## src/rtl/local_port_arbiter_pkg.sv

```systemverilog
// Shared definitions for the local port arbiter: flit width and the
// Req/Gnt handshake state encodings used by injector-style blocks.
package local_port_arbiter_pkg;

    localparam int DataWidthDef = 32;

    typedef enum logic [1:0] {
        IDLE     = 2'b00,
        WAIT_GNT = 2'b01,
        RELEASE  = 2'b10,
        HOLDOFF  = 2'b11
    } arbState_e;

    // Position of the requester 'offset' slots after 'base' on the ring.
    function automatic int wrapIndex(input int base, input int offset, input int modulus);
        return (base + offset) % modulus;
    endfunction

endpackage

```

## src/rtl/local_port_arbiter_rr_select.sv

```systemverilog
// Round-robin requester selection: first set request after ptr, wrapping.
module rr_select
    import local_port_arbiter_pkg::*;
#(
    parameter int NUM_REQ = 4,
    parameter int IDW     = 2
) (
    input  logic [NUM_REQ-1:0] req,
    input  logic [IDW-1:0]     ptr,
    output logic               any,
    output logic [IDW-1:0]     winner
);

    logic [IDW-1:0] idx;

    // Walk the ring from farthest to nearest so the nearest hit is kept last.
    always_comb begin
        any    = 1'b0;
        winner = {IDW{1'b0}};
        idx    = {IDW{1'b0}};
        for (int k = NUM_REQ; k >= 1; k--) begin
            idx    = IDW'(wrapIndex(int'(ptr), k, NUM_REQ));
            winner = req[idx] ? idx : winner;
            any    = any | req[idx];
        end
    end

endmodule

```

## src/rtl/local_port_arbiter.sv

```systemverilog
// Shares one router Local input port between NUM_REQ injectors with
// round-robin, one-packet-per-grant arbitration and a forwarded-packet counter.
module local_port_arbiter
    import local_port_arbiter_pkg::*;
#(
    parameter int NUM_REQ   = 4,
    parameter int IDW       = 2,
    parameter int dataWidth = DataWidthDef
) (
    input  logic                           clk,
    input  logic                           reset,
    input  logic [NUM_REQ-1:0]             ReqUpStr,
    input  logic [NUM_REQ*dataWidth-1:0]   PacketIn,
    output logic [NUM_REQ-1:0]             GntUpStr,
    output logic [NUM_REQ-1:0]             UpStrFull,
    output logic                           ReqDnStr,
    input  logic                           GntDnStr,
    input  logic                           DnStrFull,
    output logic [dataWidth-1:0]           PacketOut,
    output logic [31:0]                    PktCount
);

    arbState_e              state, stateNext;
    logic [IDW-1:0]         winner, winnerNext;
    logic [IDW-1:0]         ptr, ptrNext;
    logic                   reqDn, reqDnNext;
    logic [NUM_REQ-1:0]     gntUp, gntUpNext;
    logic [dataWidth-1:0]   packetOut, packetNext;
    logic [31:0]            pktCount;
    logic                   countEn;
    logic                   anyReq;
    logic [IDW-1:0]         selWinner;

    rr_select #(
        .NUM_REQ (NUM_REQ),
        .IDW     (IDW)
    ) uSelect (
        .req    (ReqUpStr),
        .ptr    (ptr),
        .any    (anyReq),
        .winner (selWinner)
    );

    assign UpStrFull = {NUM_REQ{DnStrFull}};
    assign ReqDnStr  = reqDn;
    assign GntUpStr  = gntUp;
    assign PacketOut = packetOut;
    assign PktCount  = pktCount;

    // Next-state and next-register values for the handshake FSM.
    always_comb begin
        stateNext  = state;
        winnerNext = winner;
        ptrNext    = ptr;
        reqDnNext  = reqDn;
        gntUpNext  = {NUM_REQ{1'b0}};
        packetNext = packetOut;
        countEn    = 1'b0;
        case (state)
            IDLE: begin
                if (anyReq && !DnStrFull) begin
                    winnerNext = selWinner;
                    packetNext = PacketIn[int'(selWinner)*dataWidth +: dataWidth];
                    reqDnNext  = 1'b1;
                    stateNext  = WAIT_GNT;
                end else begin
                    stateNext  = IDLE;
                end
            end
            WAIT_GNT: begin
                // A late DnStrFull does not retract; the router settles it via GntDnStr.
                if (GntDnStr) begin
                    reqDnNext = 1'b0;
                    gntUpNext = {{(NUM_REQ-1){1'b0}}, 1'b1} << winner;
                    ptrNext   = winner;
                    countEn   = 1'b1;
                    stateNext = RELEASE;
                end else begin
                    stateNext = WAIT_GNT;
                end
            end
            RELEASE: begin
                stateNext = HOLDOFF;
            end
            HOLDOFF: begin
                // Wait for the winner to drop its request so it is not re-served.
                if (!ReqUpStr[winner]) begin
                    stateNext = IDLE;
                end else begin
                    stateNext = HOLDOFF;
                end
            end
            default: begin
                stateNext = IDLE;
            end
        endcase
    end

    // FSM state and datapath registers.
    always_ff @(posedge clk or negedge reset) begin
        if (!reset) begin
            state     <= IDLE;
            winner    <= {IDW{1'b0}};
            ptr       <= IDW'(NUM_REQ - 1);
            reqDn     <= 1'b0;
            gntUp     <= {NUM_REQ{1'b0}};
            packetOut <= {dataWidth{1'b0}};
        end else begin
            state     <= stateNext;
            winner    <= winnerNext;
            ptr       <= ptrNext;
            reqDn     <= reqDnNext;
            gntUp     <= gntUpNext;
            packetOut <= packetNext;
        end
    end

    // Forwarded-packet counter, wraps modulo 2^32.
    always_ff @(posedge clk or negedge reset) begin
        if (!reset) begin
            pktCount <= 32'd0;
        end else if (countEn) begin
            pktCount <= pktCount + 32'd1;
        end
    end

endmodule

```

## config.mk

```make
export PLATFORM = sky130hd
export DESIGN_NAME = local_port_arbiter
export DESIGN_NICKNAME = d
export VERILOG_FILES = /design/src/rtl/local_port_arbiter_pkg.sv /design/src/rtl/local_port_arbiter_rr_select.sv /design/src/rtl/local_port_arbiter.sv
export SDC_FILE = /design/constraint.sdc
export NUM_CORES = 1
export LEC_CHECK = 0
export ABC_AREA = 1
export BUFFER_PORTS_ARGS = -buffer_cell sky130_fd_sc_hd__buf_2
export CORE_UTILIZATION = 43
export DETAILED_ROUTE_END_ITERATION = 16
export HOLD_SLACK_MARGIN = 0.05
export PLACE_DENSITY = 0.76
export SETUP_SLACK_MARGIN = 0.1
export SYNTH_ARGS = -nofsm -noshare
export SYNTH_HDL_FRONTEND = slang
export SYNTH_SLANG_ARGS = --single-unit
```

## constraint.sdc

```tcl
create_clock -name clk -period 1.8 [get_ports clk]
set_input_delay 0.36 -clock clk [delete_from_list [all_inputs] [get_ports clk]]
set_output_delay 0.36 -clock clk [all_outputs]
set_load 0.005 [all_outputs]
```

## After elaboration in Yosys (flattened, before gate mapping)

Index checks and enable logic that the tools add are counted.

| operators by class | value |
|---|---|
| $add $sub $neg | 5 |
| $lt $le $gt $ge | 5 |
| shift-type cells | 2 |
| reduce and logical (&&, ||, !) cells | 7 |
| equal/unequal tests | 5 |
| bitwise operators | 3 |
| mux-type cells | 25 |

Operator list:

| operator | count |
|---|---|
| $shiftx A128 B8 Y32 | 1 |
| $add A32 B1 Y32 const B | 1 |
| $lt A2 B3 Y1 const B | 5 |
| $mux W2 | 6 |
| $bmux W1 S2 | 5 |
| $mux W1 | 10 |
| $mux W4 | 2 |
| $pmux W2 S4 | 1 |
| $add A2 B1 Y2 const B | 2 |
| $add A2 B2 Y2 const B | 2 |
| $eq A2 B2 Y1 const B | 2 |
| $ne A2 B2 Y1 const B | 2 |
| $reduce_and A2 Y1 | 2 |
| $shl A1 B2 Y4 const A | 1 |
| $or A1 B1 Y1 | 3 |
| $reduce_and A3 Y1 | 1 |
| $eq A2 B1 Y1 const B | 1 |
| $logic_not A2 Y1 | 1 |
| $pmux W1 S2 | 1 |
| $reduce_bool A2 Y1 | 1 |
| $logic_and A1 B1 Y1 | 1 |
| $logic_not A1 Y1 | 1 |

| word-level totals | value |
|---|---|
| input bits | 136 |
| output and inout port bits | 73 |
| word-level logic and storage cells | 59 |
| register bits after elaboration | 75 |

## Logic depth before layout (Yosys ltp)

| logic depth | value |
|---|---|
| depth in word-level cells | 9 |
| gate-level depth with buffers | 15 |
| gate-level depth less buffers | 14 |

## Hierarchy

A second synthesis with hierarchy kept.

| unflattened totals | value |
|---|---|
| cell total of the unflattened synthesis | 651 |
| area total of the unflattened synthesis | 4,620.7 um2 |

Modules (own cells, without submodules):

| module | seq. area each (um2) | cells an instance | area an instance (um2) | times used |
|---|---|---|---|---|
| local_port_arbiter | 1,879.3 | 600 | 4,374.2 | 1 |
| rr_select | 0.0 | 51 | 246.5 | 1 |

## Worst setup path before layout

OpenSTA, ideal clock, no wires.

| timing | value |
|---|---|
| kind | flip-flop to flip-flop |
| start point | register ptr[0] |
| end point | register packetOut[21], in the netlist PacketOut[21] |
| slack | 2 ps |
| data required time | 1,683 ps |
| data arrival time | 1,681 ps |
| setup time | 117 ps |
| clock period less this slack | 1,798 ps |
| buffers on the path | 3 |
| stages on the path, launching flop included | 15 |
| cells stage by stage | dfstp_2 buf_6 nand2_1 o21ai_2 nand2_1 nand2_1 nand2_1 nand3_2 buf_6 buf_6 nand3_2 nand3_1 nand2_1 nand2_1 nand2_1 |

| between the ends | value |
|---|---|
| cells in the longest elaborated chain, start to end | 8 |
| elaborated cells on any way between the ends | 22 |
| those cells by class | 4 x add/sub; 1 x shift; 12 x mux; 3 x bitwise; 2 x reduce/logical |

RTL lines:

| what | line | text |
|---|---|---|
| start, declared | local_port_arbiter.sv:25 | `logic [IDW-1:0] ptr, ptrNext;` |
| start signal, assigned | local_port_arbiter.sv:104 | `ptr <= IDW'(NUM_REQ - 1);` |
| start signal, assigned | local_port_arbiter.sv:111 | `ptr <= ptrNext;` |
| $add A2 B1 Y2 / $add A2 B2 Y2 (equally long branches) | local_port_arbiter_pkg.sv:16 | `return (base + offset) % modulus;` |
| $bmux W1 S2 | local_port_arbiter_rr_select.sv:23, local_port_arbiter_rr_select.sv:24 |  |
| $mux W1 (implied by the code) | local_port_arbiter_rr_select.sv:23, local_port_arbiter_rr_select.sv:24 |  |
| $mux W2 / $or A1 B1 Y1 (equally long branches) (3 in series) | local_port_arbiter_rr_select.sv:23, local_port_arbiter_rr_select.sv:24 |  |
| $mux W2 / $logic_and A1 B1 Y1 (equally long branches) | local_port_arbiter_rr_select.sv:23, local_port_arbiter.sv:61 |  |
| $shiftx A128 B8 Y32 / $reduce_and A2 Y1 (equally long branches) | - |  |
| end signal, assigned | local_port_arbiter.sv:107 | `packetOut <= {dataWidth{1'b0}};` |
| end signal, assigned | local_port_arbiter.sv:114 | `packetOut <= packetNext;` |
| end, declared | local_port_arbiter.sv:28 | `logic [dataWidth-1:0] packetOut, packetNext;` |

Parallel ways exist; a longest one is shown, timed or not. The select of a mux whose other input is x is not followed.
A chain may end at the register's enable or synchronous reset.

## Worst setup path after layout

| timing | value |
|---|---|
| start point | register ptr[0] |
| end point | register packetOut[2], in the netlist PacketOut[2] |

The elaborated chain is that of the path after synthesis.

==> results_dict.tcl <==
set metrics [dict create \
    synth_async_sr_flop_share_pct 100 \
    crit_arrival_ns 2.38 \
    timing.final.crit_share_pct 117 \
    irDropWorstVdd_v 0.00121 \
    fin_skew_ns 0.00469 \
    slew_viol_final 0 \
    syn_to_final_growth_pct 54.0 \
    r2r-start "ptr[0]$_DFFE_PN1P_" \
    fin_util_pct 68.1 \
    cap_violations 0 \
    placed_area_um2 6440 \
    path_class "reg2reg" \
    clk_latency_ns 0.33 \
    cts_sinks 75 \
    worst_pin_slew_ns 0.468 \
    path_common_cell "nand2_1" \
    whs_path_depth 3 \
    synth_edf_count 0 \
    place_ws_ns -0.164 \
    core_area_um2 11400 \
    violations "setup timing" \
    grtUsageTotal_pct 25.0 \
    routed_wl_mm 17.4 \
    stdcell_area_um2 7770 \
    drive_gt1_share_pct 41.5 \
    hpwl_mm 10.9 \
    place_congestion 0.871 \
    worstHoldStart "PacketIn[31]" \
    yosysUniqueCellTypes 34 \
    nNetsFinal 1145 \
    crit_start "ptr[0]$_DFFE_PN1P_" \
    multi_input_area_um2 2870 \
    use_met2_pct 41.4 \
    final_common_cell "buf_2" \
    fmax_ghz 0.474 \
    grt_setup_unrepaired "true" \
    io_buffers 208 \
    post-route-min-period_ns 2.11 \
    drc 0 \
    diodes 0 \
    start_util_pct 44.2 \
    grt_start_max_net_pins 49 \
    final_cell_mix "207 x buf_2, 204 x nand2_1, 144 x inv_1, 87 x nand3_1, 70 x dfrtp_1" \
    r2r-end "PacketOut[2]$_DFFE_PN0P_" \
    grt_pass1_vias 5063 \
    grt_pass1_wl_mm 23.5 \
    io_pins 209 \
    worstPathMaxFanout 6 \
    r2r_cells 14 \
    vias_per_cell 4.95 \
    synth_area_um2 5050 \
    outcome "complete, but fails checks" \
    std_cell_rows 39 \
    crit_slowest_cell "dfstp_2" \
    detail_route.wl_per_cell_um 15.1 \
    num_vias 5720 \
    synth.avg_cell_area_um2 6.77 \
    worst-path-buf-inv 4 \
    leakage_nw 4.59 \
    synth_warnings 0 \
    drtIter0Drc 338 \
    setup_slack_ns -0.309 \
    critPathRequiredTime_ns 2.07 \
    n_fill_cell 969 \
    relSlewSlack_pct 68.8 \
    reg2reg_slack_ns -0.31 \
    layout.area.seq_um2 1880 \
    dieArea_um2 12200 \
    antenna_found_initial 0 \
    clockBufferDepth 2 \
    place_inst 1100 \
    synth-seq-cells 75 \
    hold_violations 0 \
    cts_made_buffers 9 \
    syn_nets 883 \
    syn_inst 746 \
    die_h_um 110 \
    drt_first_pass_iters 5 \
    setup_violations 34 \
    max_stage_delay_ns 0.57 \
    path_clk_slew_ns 0.06 \
    die_w_um 110 \
    hp-class "in2reg" \
    synth_ff_type "dfrtp_1" \
    critPathCaptureType "register" \
    gr-total-overflow 0 \
    startpoint_type "register" \
    yosysSeqAreaShare_pct 37.2 \
    met3_usage_pct 6.06 \
    ant_nets 0 \
    critPathTopFamily "simple AND/OR/NAND/NOR gates" \
    power_density_nw_per_um2 1850 \
    htree_levels 3 \
    cts_tree "built" \
    stdcell_count 1155 \
    cts-root-buf "clkbuf_16" \
    grt-busiest-layer "met2" \
    grt.met1_usage_pct 31.7 \
    min_to "PacketOut[31]$_DFFE_PN0P_" \
    crit_chain "buf_12 > buf_8 > nand2_2 > o21ai_2 > nor2_2 > nor2_2 > nand3_4 > buf_12 > clkbuf_16 > nand3_1 > nand3_1 > nand2_1 > nand2_1 > nand2_1" \
]
==> worst min-delay path, cell delays in order <==
cell      delay (ns)
buf_2           0.08
o211ai_1        0.09
nand3_1         0.06
==> worst max path at each step <==
stage	to	slack, ns	cells after the start
finish	PacketOut[2]$_DFFE_PN0P_	-0.31	14
global route	PacketOut[2]$_DFFE_PN0P_	-0.42	14
CTS	PacketOut[1]$_DFFE_PN0P_	-0.17	13
detailed placement	PacketOut[1]$_DFFE_PN0P_	-0.16	13
global placement	PacketOut[24]$_DFFE_PN0P_	-0.13	13
floorplan	PacketOut[8]$_DFFE_PN0P_	0.03	15
==> power by group <==
group          switching [W]  internal, W  total (W)
sequential          0.000370      0.00221    0.00258
clock               0.000706      0.00100    0.00171
combinational        0.00548      0.00462     0.0101
==> cell families (layout without fill, tap and decap cells) <==
kind of cell	count (synthesis)	in the layout	share of synthesized area, %
AOI/OAI and AO/OA	24	24	3.05
and+or+nand+nor	435	437	39.3
xor gates and xnor gates	26	26	4.51
DFF	75	75	37.2
adders and majority gates	1	1	0.248
buffers and inverters	185	449	15.6
==> per-layer routing <==
metal | vias up | share of wire [%]
li1 | 2796 | -
met1 | 2628 | 40
met2 | 243 | 49
met3 | 53 | 7.2
met4 | 0 | 3.3
met5 | - | 0
==> synthesized netlist by cell type, types with 8 or more instances <==
master	count	area [um2]
nand2_1	241	905
buf_2	16	80.1
nand4_1	9	56.3
nor2_1	24	90.1
o21ai_0	8	40.0
xor2_1	14	123
nor3_1	12	60.1
nand3_1	114	571
o211ai_1	9	67.6
xnor2_1	12	105
inv_1	147	552
dfrtp_1	73	1830
nand3_2	11	110
==> per-stage QoR <==
stage / setup TNS, ns / power, W / hold slack (ns)
final: -8.23 / 0.0144 / 0.291
after floorplan: 0 / 0.00726 / 0.0644
after detailed placement: -4.36 / 0.00945 / 0.343
after CTS: -4.77 / 0.0114 / 0.264
after global routing: -11.71 / 0.0154 / 0.297
after global placement: -3.00 / 0.00935 / 0.344
==> sequential cells by signal, summed over array words and instances (netlist names) <==
register and cells:
PktCount 32, state 2, ReqDnStr 1, winner 2, ptr 2, PacketOut 32, GntUpStr 4
==> what timing repair did <==
item / CTS / global route
gates resized for setup: 22 / 123
endpoints found under the hold margin: 31 / 0
buffers inserted: 4 / 19
endpoints found under the setup margin: 42 / 49
hold buffers: 1 / 0
pin swaps: 6 / 45
gates cloned: 1 / 15
==> cell type report <==
type | instances | share of cell area, %
Clock buffer | 12 | 3.30
Clock inverter | 3 | 0.306
Inverter | 152 | 7.55
Multi-Input combinational cell | 488 | 36.9
Sequential cell | 75 | 24.2
Tap cell | 143 | 2.30
Timing Repair Buffer | 282 | 25.4
(Power assumes the default switching activity.)
